==> src/rtl/arm_mem_pkg.sv <==
// Shared definitions for the MEM-stage SRAM controller: FSM encoding,
// default CPU-to-SRAM address base and external SRAM bus widths.
package arm_mem_pkg;

  typedef enum logic [1:0] {
    ST_IDLE = 2'd0,
    ST_LOW  = 2'd1,
    ST_HIGH = 2'd2,
    ST_DONE = 2'd3
  } state_e;

  localparam logic [31:0] DEFAULT_ADDR_BASE = 32'd1024;
  localparam int          SRAM_AW           = 18;
  localparam int          SRAM_DW           = 16;

endpackage

==> src/rtl/sram_ctrl.sv <==
// MEM-stage responder that turns one 32-bit word access into two 16-bit
// accesses (low half, then high half) on an external asynchronous SRAM.
// ready is held low while a transaction is in flight so the pipeline freezes.
module sram_ctrl
  import arm_mem_pkg::*;
#(
  parameter logic [31:0] ADDR_BASE     = DEFAULT_ADDR_BASE,
  parameter int          ACCESS_CYCLES = 2
) (
  input  logic               clk,
  input  logic               rst,
  input  logic               rd_en,
  input  logic               wr_en,
  input  logic [31:0]        address,
  input  logic [31:0]        wdata,
  output logic [31:0]        rdata,
  output logic               ready,
  output logic [SRAM_AW-1:0] sram_addr,
  output logic               sram_we_n,
  output logic [SRAM_DW-1:0] sram_dq_o,
  output logic               sram_dq_oe,
  input  logic [SRAM_DW-1:0] sram_dq_i
);

  localparam logic [2:0] LAST_CNT = 3'(ACCESS_CYCLES - 1);

  state_e             state_q, state_d;
  logic [2:0]         cnt_q, cnt_d;
  logic               is_wr_q, is_wr_d;
  logic [16:0]        word_q, word_d;
  logic [31:0]        wdata_q, wdata_d;
  logic [31:0]        rdata_q, rdata_d;
  logic [SRAM_AW-1:0] last_addr_q, last_addr_d;
  logic [31:0]        offset;
  logic               phase_last;
  logic               unused_offset_bits;

  // Byte offset from the SRAM base; wraps modulo 2^32, low two bits ignored.
  assign offset             = address - ADDR_BASE;
  assign unused_offset_bits = ^{offset[31:19], offset[1:0]};
  assign phase_last         = (cnt_q == LAST_CNT);

  // Next-state logic: request latch, phase counting and read-data capture.
  always_comb begin
    state_d = state_q;
    cnt_d   = cnt_q;
    is_wr_d = is_wr_q;
    word_d  = word_q;
    wdata_d = wdata_q;
    rdata_d = rdata_q;
    unique case (state_q)
      ST_IDLE: begin
        if (rd_en || wr_en) begin
          state_d = ST_LOW;
          cnt_d   = 3'd0;
          is_wr_d = wr_en;          // write wins if both are requested
          word_d  = offset[18:2];
          wdata_d = wdata;
        end
      end
      ST_LOW: begin
        if (phase_last) begin
          state_d = ST_HIGH;
          cnt_d   = 3'd0;
          if (!is_wr_q) rdata_d[15:0] = sram_dq_i;
        end else begin
          cnt_d = cnt_q + 3'd1;
        end
      end
      ST_HIGH: begin
        if (phase_last) begin
          state_d = ST_DONE;
          cnt_d   = 3'd0;
          if (!is_wr_q) rdata_d[31:16] = sram_dq_i;
        end else begin
          cnt_d = cnt_q + 3'd1;
        end
      end
      ST_DONE: begin
        state_d = ST_IDLE;
      end
      default: begin
        state_d = ST_IDLE;
        cnt_d   = 3'd0;
      end
    endcase
  end

  // SRAM pin drive and pipeline handshake, decoded straight from the state so
  // an asynchronous reset releases the bus immediately.
  always_comb begin
    ready      = 1'b0;
    sram_we_n  = 1'b1;
    sram_dq_oe = 1'b0;
    sram_dq_o  = '0;
    sram_addr  = last_addr_q;
    unique case (state_q)
      ST_IDLE: ready = ~rd_en & ~wr_en;
      ST_LOW: begin
        sram_addr  = {word_q, 1'b0};
        sram_we_n  = ~is_wr_q;
        sram_dq_oe = is_wr_q;
        sram_dq_o  = is_wr_q ? wdata_q[15:0] : '0;
      end
      ST_HIGH: begin
        sram_addr  = {word_q, 1'b1};
        sram_we_n  = ~is_wr_q;
        sram_dq_oe = is_wr_q;
        sram_dq_o  = is_wr_q ? wdata_q[31:16] : '0;
      end
      ST_DONE: ready = 1'b1;
      default: ready = 1'b0;
    endcase
  end

  assign last_addr_d = sram_addr;
  assign rdata       = rdata_q;

  // Control state, read data and held SRAM address with asynchronous reset.
  always_ff @(posedge clk or posedge rst) begin
    if (rst) begin
      state_q     <= ST_IDLE;
      cnt_q       <= 3'd0;
      is_wr_q     <= 1'b0;
      rdata_q     <= '0;
      last_addr_q <= '0;
    end else begin
      state_q     <= state_d;
      cnt_q       <= cnt_d;
      is_wr_q     <= is_wr_d;
      rdata_q     <= rdata_d;
      last_addr_q <= last_addr_d;
    end
  end

  // Latched request payload; only meaningful inside LOW/HIGH, so no reset.
  always_ff @(posedge clk) begin
    word_q  <= word_d;
    wdata_q <= wdata_d;
  end

endmodule

==> config.mk <==
export PLATFORM = sky130hd
export DESIGN_NAME = sram_ctrl
export DESIGN_NICKNAME = d
export VERILOG_FILES = /design/src/rtl/arm_mem_pkg.sv /design/src/rtl/sram_ctrl.sv
export SDC_FILE = /design/constraint.sdc
export NUM_CORES = 1
export LEC_CHECK = 0
export CAP_MARGIN = 20
export CORE_MARGIN = 2
export CORE_UTILIZATION = 44
export CTS_CLUSTER_SIZE = 28
export DETAILED_ROUTE_END_ITERATION = 8
export PLACE_DENSITY_LB_ADDON = 0.1
export SLEW_MARGIN = 10
export SYNTH_ARGS = -nofsm -noshare
export SYNTH_HDL_FRONTEND = slang
export SYNTH_SLANG_ARGS = --single-unit
==> constraint.sdc <==
create_clock -name clk -period 3.3 [get_ports clk]
set_input_delay 0.66 -clock clk [delete_from_list [all_inputs] [get_ports clk]]
set_output_delay 0.66 -clock clk [all_outputs]
set_load 0.005 [all_outputs]
==> key figures <==
Status
  • Status: complete, no violations

Critical path
  • Setup CP Type: flop to output port
  • CP required: 2.64 ns
  • Worst path cell trace: inv_1, ha_4, o21a_1, buf_4, nand2_1, o21ai_0, clkdlybuf4s50_1
  • CP Data Arrival Time: ~2.4 ns
  • Max incr delay on CP: just under 0.6 ns
  • Worst path bufs/invs: 3
  • Nature of the critical path endpoint: output port
  • CP Launch Type: flop
  • CP top delay family: buffers and inverters
  • Worst-path fanout max: 17
  • Slowest cell on crit path: clkdlybuf4s50_1

Power
  • P per Cell Area: 882 mW/mm^2
  • VDD IR max: 458 uV
  • Gate power share: 46.2%
  • Net load switching power: roughly 0.0016 W
  • Pleak: about 2.3 nW
  • Sw frac: 31.8%
  • Clock power share: roughly 14%
  • Cell Int Power: 0.00351 W
  • Seq pwr share: 40.0%

STA
  • Minimum clock period: around 3 ns
  • Max-slew headroom: ~53%
  • Skew final: 0.0107 ns
  • Pins Over Slew Limit: 0
  • Setup_tns: 0 ns
  • Setup Viol. Count Final: 0
  • Final worst path period share: 91.3%
  • Min Hold Slack: 0.508 ns
  • Final hold vios: 0
  • Worst Tran Pin Value: between 0.7 and 0.8 ns
  • Final WS setup: 0.286 ns
  • Fmax: around 0.33 GHz
  • RSZ-0062 raised after global routing: no

Final layout
  • Area delta synth->final: 41.1%
  • Fill cells: 719
  • Final core utilization: 63.7%
  • Most frequent cells in the layout: 137 x clkdlybuf4s50_1, 56 x dfrtp_1, 49 x edfxtp_1, 34 x mux2_2, 25 x inv_1
  • Final #Nets: 528
  • Fraction of layout cells with a size suffix above 1: 14.4%
  • N_diodes: 0
  • Post-route insts no fill: 554
  • Commonest non-fill, non-tap cell in the layout: clkdlybuf4s50_1

Place
  • Placed cells: roughly 540
  • HPWL after DPL: around 5800 microns
  • Setup Slack @ Placement: 0.459 ns
  • RD Place Congestion: between 0.7 and 0.8
  • Port bufs: about 140

Synthesis
  • Average cell area after synthesis: 14.0 sq um
  • Register bit total from synthesis: 105
  • Synth Warn #: 0
  • Syn_nets: 385
  • Cell count after synthesis: 295
  • Post-synth cell types: 35
  • Yosys top cell by area: edfxtp_1
  • Synth area leaders: edfxtp_1 36%, dfrtp_1 34%, mux2_2 9.3%
  • Netlist Area Pre-Place: 0.00413 sq mm
  • Top cell type's share of synthesized area: a little over a third
  • Post-synthesis sequential area ratio: a little over two thirds

Floorplan
  • Die Height: 101 microns
  • Initial Utilization: 45.1%
  • Die W: 101 microns
  • Boundary Pins: 153
  • Die ar.: 0.0102 sq mm
  • Placeable Area: a little over 0.009 sq mm
  • FP Rows: 35

Route
  • Via Count: approximately 2800
  • Drt total wl: 8470 microns
  • Drt drc: 0
  • DRT iter0 DRCs: 70
  • DR vias/cell: slightly below 5
  • Detail Route Antenna Nets: 0
  • Drt pass-1 iters: 4
  • Wire per inst: 15.3 microns

GRT
  • GRT overflow: 0
  • Initial antenna violation count: 0
  • Global-route wire length before repair: 13800 microns
  • Total GRT Usage: 17.6%
  • Vias in the first global route: 2857
  • Largest net degree at the start of global routing: 57

Job
  • Maxcap violations: 0

Clock network
  • Post-CTS Hold Fix Bufs: 0
  • CTS clock-pin slew for the worst setup and hold paths: 0.09 ns
  • CTS Buf Count: 9
  • CTS H-tree lvls: 3
  • Root Driver: clkbuf_8
  • Clock Latency Late Sink: roughly 0.35 ns
  • Clock net sink count: 105
  • Max clock buf depth: 2
  • Post-CTS Setup Inserts: 0
  • CTS tree: done

Hold path
  • HP Class: flop to flop
## what timing repair did
item	in CTS	in global routing
endpoints found under the hold margin	0	0
endpoints found under the setup margin	0	32
gates resized for setup	0	3
## Yosys cell counts, drive strengths merged
cell type	n
a211o	1
nand3	1
o22ai	1
o211a	1
a22o	2
nor3b	3
o21ai	19
nor4	1
o21a	2
nor2	23
a22oi	16
nor3	1
nand3b	1
clkbuf	8
inv	26
xnor2	4
nand2	26
a21oi	1
or3b	1
a21o	1
edfxtp	49
ha	6
buf	4
dfrtp	56
o31ai	1
xor2	2
and3	1
mux2	34
nor4b	2
or4	1
## layer usage
layer  vias up  track usage (%)  routed length [microns]
met1      1335             22.1                     3670
met3        12             3.54                      430
met2        87             30.3                     4220
met5         -                0                        0
met4         0             6.53                      150
li1       1318                -                        -
## power by group through the flow
stage	Sequential (W)	Clock (W)	Combinational [W]
after floorplan	0.00209	0	0.00104
after global placement	0.00206	0	0.00233
after detailed placement	0.00209	0	0.00237
after CTS	0.00206	0.000734	0.00238
after global routing	0.00211	0.000796	0.00261
final	0.00206	0.000708	0.00237
## path summary, 6_finish.rpt
path / start / to / slack (ns) / depth (start not counted)
max in group asynchronous: rst / rdata[14] / 2.02 / 3
worst min-delay path: rdata[30] / rdata[30] / 0.51 / 1
worst max-delay path: state_q[1] / sram_addr[10] / 0.29 / 7
min in group asynchronous: rst / rdata[0] / 0.81 / 3
worst min register to register: rdata[30] / rdata[30] / 0.51 / 1
worst max register to register: state_q[0] / state_q[1] / 1.47 / 5
## kinds of logic (layout without fill, tap and decap cells)
kind of cell / Yosys count / after routing / synth area share [%]
AO/OA/AOI/OAI: 45 / 45 / 7.12
XOR/XNOR: 6 / 6 / 1.27
adder cells (fa/ha/maj): 6 / 6 / 1.82
buffers and inverters: 38 / 186 / 3.94
flip-flops: 105 / 105 / 69.6
multiplexers: 34 / 34 / 9.27
AND/OR/NAND/NOR: 61 / 61 / 7.03
## stage by stage
step	area (sq um)	power, W
after CTS	5810	0.00518
after floorplan	4130	0.00312
final	5830	0.00514
after detailed placement	5640	0.00446
after global routing	5830	0.00552
after global placement	5640	0.00439
## cell type report
type	count	area [sq um]	area share [%]
Timing Repair Buffer	144	1440	24.7
Multi-Input combinational cell	152	1110	19.1
Clock inverter	7	46.3	0.795
Inverter	26	97.6	1.67
Clock buffer	9	124	2.13
Sequential cell	105	2870	49.3
Tap cell	111	139	2.38
## flip-flops by register name (all words and copies together) (netlist names)
signal       count
is_wr_q          1
state_q          2
wdata_q         32
rdata           32
word_q          17
last_addr_q     18
cnt_q            3
Power figures use the tool's default switching activity.
